===== config.mk =====
export PLATFORM = sky130hd
export DESIGN_NAME = hex_digit_editor
export DESIGN_NICKNAME = d
export VERILOG_FILES = /design/src/rtl/hex_edit_pkg.sv /design/src/rtl/hex_digit_editor_debounce.sv /design/src/rtl/hex_digit_editor.sv
export SDC_FILE = /design/constraint.sdc
export NUM_CORES = 1
export LEC_CHECK = 0
export ABC_AREA = 1
export ABC_CLOCK_PERIOD_IN_PS = 2700
export CORE_UTILIZATION = 26
export DETAILED_ROUTE_END_ITERATION = 8
export HOLD_SLACK_MARGIN = 0.02
export SLEW_MARGIN = 20
export SYNTH_ARGS = -nofsm -noshare
export SYNTH_HDL_FRONTEND = slang
export SYNTH_HIERARCHICAL = 1
export SYNTH_SLANG_ARGS = --single-unit
export TNS_END_PERCENT = 30

===== constraint.sdc =====
create_clock -name clk -period 2.7 [get_ports clk]
set_input_delay 0.405 -clock clk [delete_from_list [all_inputs] [get_ports clk]]
set_output_delay 0.405 -clock clk [all_outputs]
set_load 0.01 [all_outputs]

===== src/rtl/hex_edit_pkg.sv =====
// Shared constants and types for the button-driven hex digit editor.
package hex_edit_pkg;
   localparam int NIBBLE_W   = 4;
   localparam int NUM_DIGITS = 4;

   localparam int BTN_INC  = 0;
   localparam int BTN_DEC  = 1;
   localparam int BTN_NEXT = 2;
   localparam int BTN_CLR  = 3;

   typedef logic [NIBBLE_W-1:0] digit_t;
endpackage


===== src/rtl/hex_digit_editor_debounce.sv =====
// One push-button input path: 2-FF synchronizer, counting debouncer and
// registered rising-edge pulse on the debounced level.
module btn_debounce
   import hex_edit_pkg::*;
#(
   parameter int DEBOUNCE_CYCLES = 1_000_000
) (
   input  logic clk,
   input  logic rst_n,
   input  logic btn_raw,
   output logic press
);
   localparam int CNT_W = $clog2(DEBOUNCE_CYCLES) + 1;
   localparam logic [CNT_W-1:0] CNT_MAX = CNT_W'(DEBOUNCE_CYCLES - 1);

   logic             sync1_q, sync1_d;
   logic             sync2_q, sync2_d;
   logic             stable_q, stable_d;
   logic             prev_q, prev_d;
   logic             press_q, press_d;
   logic [CNT_W-1:0] cnt_q, cnt_d;

   // The stable level only moves after the synced input has disagreed with it
   // for DEBOUNCE_CYCLES consecutive cycles; any agreement restarts the count.
   always_comb begin
      sync1_d  = btn_raw;
      sync2_d  = sync1_q;
      stable_d = stable_q;
      cnt_d    = cnt_q;
      if (sync2_q == stable_q) begin
         cnt_d = '0;
      end else if (cnt_q == CNT_MAX) begin
         stable_d = sync2_q;
         cnt_d    = '0;
      end else begin
         cnt_d = cnt_q + 1'b1;
      end
      prev_d  = stable_q;
      press_d = stable_q & ~prev_q;
   end

   always_ff @(posedge clk or negedge rst_n) begin
      if (!rst_n) begin
         sync1_q  <= 1'b0;
         sync2_q  <= 1'b0;
         stable_q <= 1'b0;
         prev_q   <= 1'b0;
         press_q  <= 1'b0;
         cnt_q    <= '0;
      end else begin
         sync1_q  <= sync1_d;
         sync2_q  <= sync2_d;
         stable_q <= stable_d;
         prev_q   <= prev_d;
         press_q  <= press_d;
         cnt_q    <= cnt_d;
      end
   end

   assign press = press_q;
endmodule


===== src/rtl/hex_digit_editor.sv =====
// Four-digit hex entry register edited by debounced push-buttons; value feeds
// the seven-segment scanner, cursor selects the nibble being edited.
module hex_digit_editor
   import hex_edit_pkg::*;
#(
   parameter int DEBOUNCE_CYCLES = 1_000_000
) (
   input  logic        clk,
   input  logic        rst_n,
   input  logic [3:0]  btn,
   output logic [15:0] value,
   output logic [1:0]  cursor,
   output logic [3:0]  cursor_onehot,
   output logic        edit_pulse
);
   logic [3:0]  press;
   logic [15:0] value_q, value_d;
   logic [1:0]  cursor_q, cursor_d;
   logic [3:0]  onehot_q, onehot_d;
   logic        edit_q, edit_d;
   digit_t      cur_digit;

   for (genvar i = 0; i < 4; i++) begin : g_btn
      btn_debounce #(
         .DEBOUNCE_CYCLES(DEBOUNCE_CYCLES)
      ) u_btn (
         .clk    (clk),
         .rst_n  (rst_n),
         .btn_raw(btn[i]),
         .press  (press[i])
      );
   end

   // Strict priority, one action per cycle; lower-priority presses are dropped.
   always_comb begin
      value_d   = value_q;
      cursor_d  = cursor_q;
      edit_d    = 1'b0;
      cur_digit = value_q[cursor_q*NIBBLE_W +: NIBBLE_W];
      if (press[BTN_CLR]) begin
         value_d = '0;
         edit_d  = 1'b1;
      end else if (press[BTN_INC] && press[BTN_DEC]) begin
         edit_d = 1'b0;
      end else if (press[BTN_INC]) begin
         value_d[cursor_q*NIBBLE_W +: NIBBLE_W] = cur_digit + 4'd1;
         edit_d = 1'b1;
      end else if (press[BTN_DEC]) begin
         value_d[cursor_q*NIBBLE_W +: NIBBLE_W] = cur_digit - 4'd1;
         edit_d = 1'b1;
      end else if (press[BTN_NEXT]) begin
         cursor_d = cursor_q + 2'd1;
         edit_d   = 1'b1;
      end
      onehot_d = 4'b0001 << cursor_d;
   end

   always_ff @(posedge clk or negedge rst_n) begin
      if (!rst_n) begin
         value_q  <= '0;
         cursor_q <= '0;
         onehot_q <= 4'b0001;
         edit_q   <= 1'b0;
      end else begin
         value_q  <= value_d;
         cursor_q <= cursor_d;
         onehot_q <= onehot_d;
         edit_q   <= edit_d;
      end
   end

   assign value         = value_q;
   assign cursor        = cursor_q;
   assign cursor_onehot = onehot_q;
   assign edit_pulse    = edit_q;
endmodule


==> results.py, run 1 <==
metrics = {
    "logic_synthesis": {
        "synth_top_area_share_pct": 44.3,
        "yosysUniqueCellTypes": 36,
        "yosysWarnings": 6,
        "yosys.area.top_type": "dfrtp_1",
        "avgSynthCellArea_um2": 7.97,
        "synth_fp_nets": 908,
        "ys_seq_elements": 127,
        "synth_area_leaders": "dfrtp_1, nand2_1, nor2_1, nand3_1, inv_1",
        "syn_inst": 892,
        "synth_seq_area_share_pct": 44.7,
        "syn_area_um2": 7110,
    },
    "setup_path": {
        "cp_max_fo": 11,
        "slowest_stage": "dfrtp_1",
        "worstSetupStartpointType": "flip-flop",
        "cp_top_family": "flip-flops",
        "cpPeakStageDelay_ps": 700,
        "worstSetupEndpointType": "output port",
        "cp_num_buf_inv": 1,
        "worstPathCellList": "clkdlybuf4s50_1",
        "critPathArrivalTime_ps": 1810,
        "critPathKind": "reg2out",
        "critPathRequiredTime_ps": 2300,
    },
    "timing": {
        "setup_violations": 0,
        "clock_skew_ps": 7.60,
        "period_share_pct": 82.1,
        "whs_ps": 353,
        "finalHoldViolCount": 0,
        "drv_slew": 0,
        "fin_setup_tns_ps": 0,
        "finalCriticalPeriod_ps": 2220,
        "worstMarginPinSlew_ps": 633,
        "slew_headroom_pct": 57.8,
        "fmax_ghz": 0.451,
        "rsz0062_at_grt": "false",
    },
    "global_routing": {
        "first_global_vias": 5526,
        "use_met2_pct": 18.9,
        "grt_overflow_total": 0,
        "gr-usage-met1_pct": 16.6,
        "busiest_layer": "met2",
        "grt_max_degree": 68,
        "grt_pass1_wl_um": 27100,
        "use_met3_pct": 2.86,
        "grt_usage_pct": 12.1,
        "antenna_found_initial": 0,
    },
    "place": {
        "place.detailed.hpwl_um": 11900,
        "numPlacedInstances": 1264,
        "gp_congestion": 0.858,
        "io_buffers": 28,
    },
    "route": {
        "drtPass1Iterations": 5,
        "via_count": 5669,
        "ant_nets": 0,
        "dr.first_iter.drc_count": 279,
        "drt_wl_total_um": 15900,
        "drt_drc_violations_left": 0,
        "routed_via_density": 4.37,
        "routedWlPerCell_um": 12.3,
    },
    "clocking": {
        "cts_made_buffers": 17,
        "clock_sink_count": 127,
        "h-tree-depth": 4,
        "cts_setup_buffers": 0,
        "clk_latency_ps": 420,
        "tritoncts": "built",
        "cts_buffer_depth": 2,
        "clk_pin_slew_ps": 50,
        "clockRootBuffer": "clkbuf_16",
    },
    "die": {
        "die_area_um2": 28000,
        "fp-row-count": 60,
        "start_util_pct": 26.5,
        "core_region_area_um2": 26900,
        "die_y_um": 167,
        "die_x_um": 167,
        "pin_count": 29,
    },
    "cells_and_area": {
        "drive_gt1_share_pct": 17.5,
        "utilization_pct": 31.3,
        "fillCellCount": 2875,
        "syn2layout_area_growth_pct": 18.3,
        "diodes": 0,
        "nets": 959,
        "stdcell_count": 1297,
    },
    "power": {
        "peakVddDrop_mv": 0.486,
        "power_density_nw_per_um2": 507,
        "power.leakage_nw": 3.65,
    },
    "run_status": {
        "status": "completed",
    },
    "worst_hold_path": {
        "hold_class": "reg2reg",
    },
    "job": {
        "maxCapViolations": 0,
    },
}
final cells by class:
type,count,area (um^2),share of cell area [%]
sequential,127,3180,37.8
inverter,105,409,4.86
clock buffer,20,457,5.43
timing repair buffer,36,357,4.24
tap,341,427,5.07
clock inverter,12,113,1.34
multi-input combinational,656,3470,41.3
through the flow:
stage	area, um^2	power (mW)	setup slack [ps]
after global placement	7840	2.10	657
final	8410	4.27	483
after floorplan	7110	2.02	803
after global routing	8410	4.44	416
after detailed placement	7840	2.10	621
after CTS	8410	4.33	441
cells in the mapped netlist:
master    instances
nor3_1           17
dfstp_2           1
o31ai_1           2
a21oi_1          20
ha_1             10
buf_12            1
xor2_1           22
nand2_2          38
a21oi_2           1
buf_6             2
nand3_2          15
xor2_2            1
nand2_4           7
or2_2             1
o21ai_0          11
nor2_4            8
inv_4             1
nor2_2           36
nor2_1          157
nand3_1          88
o21ai_2           5
nor3b_1           8
buf_4             1
nand4_1          12
a22o_1            1
o21ai_1          11
dfrtp_1         126
xnor2_2           4
clkinv_1          1
inv_1            93
xnor2_1          12
nand2_1         165
inv_8             1
clkinv_4          1
and2_1            4
inv_2             8
metal layers:
metal | part of all wire [%] | wire length (um) | vias up
met5 | 0 | 0 | -
met4 | 0.80 | 127 | 0
met3 | 3.4 | 541 | 11
met2 | 45 | 7220 | 80
li1 | - | - | 2920
met1 | 50 | 8050 | 2658
state kept, by name, indices dropped and copies added, names as in the netlist:
name,count
g_btn.u_btn/sync2_q,4
value,16
cursor,2
g_btn.u_btn/cnt_q,84
g_btn.u_btn/sync1_q,4
g_btn.u_btn/press,4
edit_pulse,1
g_btn.u_btn/prev_q,4
g_btn.u_btn/prev_d,4
cursor_onehot,4
path summary, 6_finish.rpt:
kind,cells past startpoint,startpoint,slack (ps),to
min in group asynchronous,2,rst_n,550,g_btn[2].u_btn/cnt_q[20]$_DFF_PN0_
hold reg to reg,0,g_btn[1].u_btn/sync1_q$_DFF_PN0_,350,g_btn[1].u_btn/sync2_q$_DFF_PN0_
hold / removal,0,g_btn[1].u_btn/sync1_q$_DFF_PN0_,350,g_btn[1].u_btn/sync2_q$_DFF_PN0_
max in group asynchronous,3,rst_n,1490,cursor[0]$_DFF_PN0_
setup reg to reg,9,cursor[1]$_DFF_PN0_,620,value[5]$_DFFE_PN0P_
setup / recovery,1,cursor[1]$_DFF_PN0_,480,cursor[1]
what timing repair did:
| action | 4_1_cts | 5_1_grt |
|---|---|---|
| hold buffers | 1 | 0 |
| gates resized for setup | 0 | 0 |
| endpoints found under the hold margin | 29 | 0 |
cell families (layout without fill, tap and decap cells):
kind of cell	after synthesis	count (layout)	share of synthesized area (%)
XOR/XNOR	39	39	5.33
AND/OR/NAND/NOR	556	556	37.7
buffers and inverters	109	173	6.46
adder cells (fa/ha/maj)	10	10	1.76
flip-flops	127	127	44.7
AO/OA/AOI/OAI	51	51	4.03
layout by cell type (no fill, tap or decap), drive strengths merged:
cell type	Yosys	routed
inv	103	105
clkinv	2	6
nand2	210	210
ha	10	10
nor3b	8	8
nor2	201	201
dlygate4sd3	0	1
bufinv	0	1
dfrtp	126	126
clkbuf	0	20
xnor2	16	16
o31ai	2	2
o21ai	27	27
buf	4	8
clkinvlp	0	5
xor2	23	23
nand3	103	103
a21oi	21	21
nand4	12	12
clkdlybuf4s50	0	27
and2	4	4
nor3	17	17
or2	1	1
a22o	1	1
dfstp	1	1
power by group:
group	leakage, nW	total (mW)	internal [mW]	switching [mW]
registers	1.74	1.94	1.92	0.0192
logic	1.65	0.120	0.0360	0.0840
clock network	0.265	2.20	1.32	0.885
total	3.65	4.27	3.28	0.988
Power figures use the tool's default switching activity.
==> run 2, diff against run 1 <==
--- a/config.mk
+++ b/config.mk
@@ -6,7 +6,7 @@
 export NUM_CORES = 1
 export LEC_CHECK = 0
 export ABC_AREA = 1
-export ABC_CLOCK_PERIOD_IN_PS = 2700
+export ABC_CLOCK_PERIOD_IN_PS = 2200
 export CORE_UTILIZATION = 26
 export DETAILED_ROUTE_END_ITERATION = 8
 export HOLD_SLACK_MARGIN = 0.02
==> constraint.sdc (replaced) <==
create_clock -name clk -period 2.2 [get_ports clk]
set_input_delay 0.33 -clock clk [delete_from_list [all_inputs] [get_ports clk]]
set_output_delay 0.33 -clock clk [all_outputs]
set_load 0.01 [all_outputs]
==> run 2 against run 1 <==
Effect of this change: sequential share of layout area shrank 0.35 points; utilization increased by 0.29 points; clock power increased by 32%; critical endpoint is now value[5]$_DFFE_PN0P_; wire length is 0.82% higher; global-route usage rose by 0.24 points.
==> results.py, run 2 (synthesized netlist as in run 1, its figures left out) <==
metrics = {
    "timing": {
        "slew_headroom_pct": 68.8,
        "worstMarginPinSlew_ps": 464,
        "rsz0062_at_grt": "false",
        "finalHoldViolCount": 0,
        "fmax_ghz": 0.495,
        "period_share_pct": 91.9,
        "setup_violations": 0,
        "drv_slew": 0,
        "finalCriticalPeriod_ps": 2020,
        "fin_setup_tns_ps": 0,
        "clock_skew_ps": 7.60,
    },
    "cells_and_area": {
        "design_area_um2": 8490,
        "largest_reg_flops": 84,
        "multi_input_area_um2": 3470,
        "drive_gt1_share_pct": 17.7,
        "diodes": 0,
        "final_cell_mix": "nand2_1, nor2_1, dfrtp_1, inv_1, nand3_1",
        "syn2layout_area_growth_pct": 19.4,
        "fillCellCount": 2824,
        "seqCellArea_um2": 3180,
        "nets": 964,
        "top_register": "g_btn.u_btn/cnt_q",
        "final_common_cell": "nand2_1",
    },
    "die": {
        "fp-row-count": 60,
        "core_region_area_um2": 26900,
        "start_util_pct": 26.5,
        "die_x_um": 167,
        "die_area_um2": 28000,
        "die_y_um": 167,
        "pin_count": 29,
    },
    "clocking": {
        "tritoncts": "built",
        "clk_pin_slew_ps": 60,
        "clk_latency_ps": 410,
        "h-tree-depth": 4,
        "cts_setup_buffers": 0,
        "cts_made_buffers": 17,
        "clock_sink_count": 127,
        "cts_buffer_depth": 2,
        "clockRootBuffer": "clkbuf_16",
    },
    "global_routing": {
        "grt_usage_pct": 12.3,
        "antenna_found_initial": 0,
        "grt_max_degree": 50,
        "grt_pass1_wl_um": 27800,
        "first_global_vias": 5740,
        "grt_overflow_total": 0,
    },
    "place": {
        "placed_area_um2": 7870,
        "io_buffers": 28,
        "place.detailed.hpwl_um": 12100,
        "gp_congestion": 0.848,
    },
    "setup_path": {
        "worstSetupStartpointType": "flip-flop",
        "crit-reg2reg-launch": "cursor[0]$_DFF_PN0_",
        "critPathArrivalTime_ps": 2370,
        "startpoint": "cursor[0]$_DFF_PN0_",
        "critPathRequiredTime_ps": 2550,
        "critPathKind": "reg2reg",
        "cp_max_fo": 7,
        "worstSetupEndpointType": "flip-flop",
    },
    "run_status": {
        "status": "completed",
    },
    "power": {
        "clock_power_share_pct": 53.4,
        "power.internal_mw": 4.28,
        "power_frac_seq_pct": 43.9,
        "p_comb_share_pct": 2.7,
        "peakVddDrop_mv": 0.470,
        "p_switching_mw": 1.16,
        "power_density_nw_per_um2": 640,
        "switching_share_pct": 21.3,
        "power.leakage_nw": 3.71,
    },
    "route": {
        "drt_wl_total_um": 16100,
        "routedWlPerCell_um": 12.3,
        "via_count": 5719,
        "drt_drc_violations_left": 0,
        "ant_nets": 0,
        "routed_via_density": 4.39,
        "drtPass1Iterations": 4,
        "dr.first_iter.drc_count": 299,
    },
    "job": {
        "maxCapViolations": 0,
    },
    "worst_hold_path": {
        "hold_class": "reg2reg",
        "min_from": "g_btn[1].u_btn/sync1_q$_DFF_PN0_",
    },
}
[run 2: changes by cell type in the layout (fill, tap and decap cells not counted)]
cell / previous run / this run
clkbuf_1: 1 / 3
clkinvlp_4: 5 / 2
clkbuf_8: 2 / 3
inv_6: 2 / 0
bufinv_16: 1 / 3
buf_4: 6 / 11
[run 2: stage by stage]
stage / total power [mW] / utilization [%] / setup slack [ps] / instances / hold slack, ps
6_report: 5.44 / 31.6 / 178 / 1302 / 360
4_1_cts: 5.51 / 31.6 / 127 / 1302 / 343
5_1_grt: 5.64 / 31.6 / 50.8 / 1302 / 349
3_5_place_dp: 2.58 / 29.3 / 204 / 1269 / 290
3_3_place_gp: 2.58 / 29.3 / 245 / 1269 / 284
2_1_floorplan: 2.48 / - / 303 / 892 / 34.4
[run 2: area by class of cell]
class	count	share of cell area (%)
inverters	105	4.82
multi-input cells	656	40.9
clock inverters	9	1.56
flip-flops and latches	127	37.4
repair buffers	41	4.64
clock buffers	23	5.63
well taps	341	5.02
[run 2: power groups by stage]
stage	Combinational (mW)	Clock, mW	Sequential (mW)
finish	0.149	2.90	2.39
global route	0.175	3.08	2.39
CTS	0.156	2.97	2.38
detailed placement	0.153	0	2.43
global placement	0.152	0	2.43
floorplan	0.0614	0	2.42
[run 2: repair_timing]
item	CTS	global route
hold buffers	1	0
endpoints found under the hold margin	40	0
resized for setup	0	0
[run 2: metal layers]
| metal | track usage (%) | up-vias | wire (um) |
|---|---|---|---|
| met4 | 3.87 | 0 | 215 |
| li1 | - | 2941 | - |
| met5 | 0 | - | 0 |
| met3 | 2.58 | 16 | 525 |
| met2 | 19.8 | 91 | 7520 |
| met1 | 16.5 | 2671 | 7810 |
[run 2: worst paths after layout]
kind / endpoint / slack, ps / depth (start not counted)
worst max register to register: value[5]$_DFFE_PN0P_ / 180 / 10
worst min register to register: g_btn[1].u_btn/sync2_q$_DFF_PN0_ / 360 / 0
worst min-delay path: g_btn[1].u_btn/sync2_q$_DFF_PN0_ / 360 / 0
worst max-delay path: value[5]$_DFFE_PN0P_ / 180 / 10
min in group asynchronous: g_btn[2].u_btn/cnt_q[20]$_DFF_PN0_ / 400 / 2
max in group asynchronous: g_btn[1].u_btn/sync2_q$_DFF_PN0_ / 1140 / 3
[run 2: worst max-delay path, cell delays in order (launching register included)]
cell	delay, ps
dfrtp_1	470
inv_2	170
nand2_1	90
nand3_2	80
nand2_4	80
ha_1	300
xor2_1	160
or2_2	310
nor2_1	150
nand3_1	90
nand2_1	60
==> run 3, diff against run 2 <==
--- a/config.mk
+++ b/config.mk
@@ -7,12 +7,12 @@
 export LEC_CHECK = 0
 export ABC_AREA = 1
 export ABC_CLOCK_PERIOD_IN_PS = 2200
+export CORE_MARGIN = 4
 export CORE_UTILIZATION = 26
 export DETAILED_ROUTE_END_ITERATION = 8
 export HOLD_SLACK_MARGIN = 0.02
 export SLEW_MARGIN = 20
 export SYNTH_ARGS = -nofsm -noshare
 export SYNTH_HDL_FRONTEND = slang
-export SYNTH_HIERARCHICAL = 1
 export SYNTH_SLANG_ARGS = --single-unit
 export TNS_END_PERCENT = 30
==> run 3 against run 2 <==
Effect of this change: worst hold slack worse by 14 ps; sequential share of layout area is 2.2 points higher; utilization is 0.28 points higher; wire length is 7.4% lower; sequential cell count stayed put; non-clock buffer count is 6 lower; register-to-register slack better by 70 ps; synthesized area is 6.3% lower; worst setup slack better by 72 ps; clock skew is 4.3 ps higher; largest power group unchanged; highest routed layer unchanged.
==> results.py, run 3 <==
metrics = {
    "run_status": {
        "status": "completed",
    },
    "setup_path": {
        "cpMostUsedCell": "nand2_1",
        "worstSetupStartpointType": "flip-flop",
        "slowest_stage": "dfrtp_1",
        "worstSetupEndpointType": "flip-flop",
        "cp_num_buf_inv": 1,
        "worstPathCellList": "inv_1 -> nand3_1 -> nand2_1 -> ha_1 -> xnor2_1 -> nand2_1 -> nor2_1 -> a22o_1",
        "reg2reg_setup_slack_ps": 250,
        "critPathRequiredTime_ps": 2550,
        "cpPeakStageDelay_ps": 460,
        "cp_top_family": "simple AND/OR/NAND/NOR gates",
        "cp_max_fo": 8,
        "critPathKind": "reg2reg",
        "critPathArrivalTime_ps": 2300,
    },
    "place": {
        "numPlacedInstances": 1185,
        "io_buffers": 28,
        "gp_congestion": 0.864,
        "place.detailed.hpwl_um": 11100,
    },
    "cells_and_area": {
        "final_common_cell": "nand2_1",
        "fillCellCount": 2622,
        "syn2layout_area_growth_pct": 20.5,
        "final_cell_mix": "nand2_1, dfrtp_1, nor2_1, inv_1, nand3_1",
        "utilization_pct": 31.9,
        "largest_reg_flops": 84,
        "top_register": "g_btn.u_btn.cnt_q",
        "stdcell_count": 1218,
        "nets": 891,
        "drive_gt1_share_pct": 10.2,
        "diodes": 0,
    },
    "timing": {
        "drv_slew": 0,
        "finalHoldViolCount": 0,
        "period_share_pct": 88.6,
        "worstMarginPinSlew_ps": 599,
        "fmax_ghz": 0.513,
        "finalCriticalPeriod_ps": 1950,
        "slew_headroom_pct": 60.1,
        "rsz0062_at_grt": "false",
        "fin_setup_tns_ps": 0,
        "setup_violations": 0,
        "clock_skew_ps": 11.9,
    },
    "global_routing": {
        "first_global_vias": 5396,
        "grt_pass1_wl_um": 25800,
        "grt_max_degree": 67,
        "grt_usage_pct": 10.9,
        "antenna_found_initial": 0,
        "grt_overflow_total": 0,
    },
    "route": {
        "dr.first_iter.drc_count": 400,
        "routedWlPerCell_um": 12.2,
        "drt_drc_violations_left": 0,
        "drtPass1Iterations": 5,
        "drt_wl_total_um": 14900,
        "via_count": 5541,
        "ant_nets": 0,
        "routed_via_density": 4.55,
    },
    "logic_synthesis": {
        "synthXorXnorAreaFrac_pct": 3.94,
        "synth_fa_ha_area_share_pct": 1.88,
        "synth_mux_area_share_pct": 0.338,
        "synthSimpleGateAreaFrac_pct": 33.7,
        "yosysMostFrequentCell": "nand2_1",
        "syn_area_um2": 6660,
        "synth_fp_nets": 841,
        "synth_commonest_cells": "nand2_1, dfrtp_1, nor2_1",
        "synth_top_family_by_area": "simple AND/OR/NAND/NOR gates",
        "yosysWarnings": 0,
        "synth_area_leaders": "dfrtp_1, nand2_1, nor2_1, inv_1, nand3_1",
        "synth_edf_count": 0,
        "synth_seq_area_share_pct": 47.7,
        "yosysUniqueCellTypes": 42,
        "synth_compound_area_share_pct": 5.20,
        "avgSynthCellArea_um2": 8.08,
        "async_flop_share_pct": 100,
        "synth_ff_type": "dfrtp_1",
        "ys_seq_elements": 127,
        "yosys.area.top_type": "dfrtp_1",
        "syn_inst": 825,
        "synth_top_area_share_pct": 47.3,
    },
    "power": {
        "switching_share_pct": 21.7,
        "p_switching_mw": 1.20,
        "p_comb_share_pct": 2.4,
        "clock_power_share_pct": 54.5,
        "power.leakage_nw": 3.33,
        "peakVddDrop_mv": 0.456,
        "power.internal_mw": 4.34,
        "power_density_nw_per_um2": 690,
        "power_frac_seq_pct": 43.1,
    },
    "die": {
        "die_area_um2": 28300,
        "start_util_pct": 26.5,
        "fp-row-count": 58,
        "core_region_area_um2": 25200,
        "pin_count": 29,
        "die_x_um": 168,
        "die_y_um": 168,
    },
    "worst_hold_path": {
        "hold_class": "in2reg",
    },
    "clocking": {
        "cts_made_buffers": 17,
        "clockRootBuffer": "clkbuf_16",
        "cts_buffer_depth": 2,
        "clk_pin_slew_ps": 60,
        "tritoncts": "built",
        "cts.repair.resized": 0,
        "clk_latency_ps": 420,
        "h-tree-depth": 4,
        "clock_sink_count": 127,
    },
    "job": {
        "maxCapViolations": 0,
    },
}
==> run 3: timing repair <==
action / in CTS / in global routing
hold endpoints to repair: 61 / 0
hold buffers: 1 / 0
setup buffers: 0 / 0
==> run 3: kinds of logic after synthesis <==
kind of cell / Yosys count
buffers and inverters: 125
flip-flops: 127
multiplexers: 2
adder cells (fa/ha/maj): 10
AO/OA/AOI/OAI: 64
XOR/XNOR: 30
AND/OR/NAND/NOR: 467
==> run 3: area by class of cell <==
type | count | area, um^2 | area share (%)
Sequential cell | 127 | 3180 | 39.6
Multi-Input combinational cell | 573 | 3000 | 37.4
Inverter | 121 | 455 | 5.67
Clock buffer | 20 | 447 | 5.56
Tap cell | 330 | 413 | 5.14
Timing Repair Buffer | 35 | 349 | 4.35
Clock inverter | 12 | 184 | 2.29
==> run 3: worst paths after layout <==
| path | startpoint | cells after the start | endpoint |
|---|---|---|---|
| setup / recovery | cursor[1]$_DFF_PN0_ | 8 | value[13]$_DFFE_PN0P_ |
| hold / removal | btn[3] | 1 | g_btn[3].u_btn.sync1_q$_DFF_PN0_ |
| setup reg to reg | cursor[1]$_DFF_PN0_ | 8 | value[13]$_DFFE_PN0P_ |
| hold reg to reg | g_btn[3].u_btn.sync1_q$_DFF_PN0_ | 0 | g_btn[3].u_btn.sync2_q$_DFF_PN0_ |
| max in group asynchronous | rst_n | 3 | g_btn[0].u_btn.cnt_q[2]$_DFF_PN0_ |
| min in group asynchronous | rst_n | 2 | g_btn[3].u_btn.cnt_q[11]$_DFF_PN0_ |
==> run 3: layer usage <==
layer,GRT usage (%),routed length [um],vias up
li1,-,-,2808
met1,15.1,7280,2587
met2,17.0,6660,127
met3,2.86,771,19
met4,3.00,167,0
met5,0,0,-
==> run 3: metrics by stage <==
stage                     instance area (um^2)  worst slack (ps)  power (mW)  hold WS (ps)
after floorplan                           6660               390        2.48          34.4
after global placement                    7390               335        2.57           335
after detailed placement                  7390               255        2.57           337
after CTS                                 8030               238        5.60           330
after global routing                      8030              13.3        5.74           325
final                                     8030               250        5.54           345
==> run 3: power by group through the flow <==
stage	Clock [mW]	Combinational (mW)	Sequential (mW)
after floorplan	0	0.0568	2.42
after global placement	0	0.139	2.43
after detailed placement	0	0.140	2.43
after CTS	3.08	0.142	2.39
after global routing	3.19	0.162	2.39
final	3.02	0.135	2.39
==> run 3: worst register-to-register path: cells and delay by family, from the launching register on <==
kind                       cells  cell delay (ps)
AOI/OAI and AO/OA              1              170
xor gates and xnor gates       1              210
adders and majority gates      1              270
buffers and inverters          1              250
DFF                            1              460
and+or+nand+nor                4              540
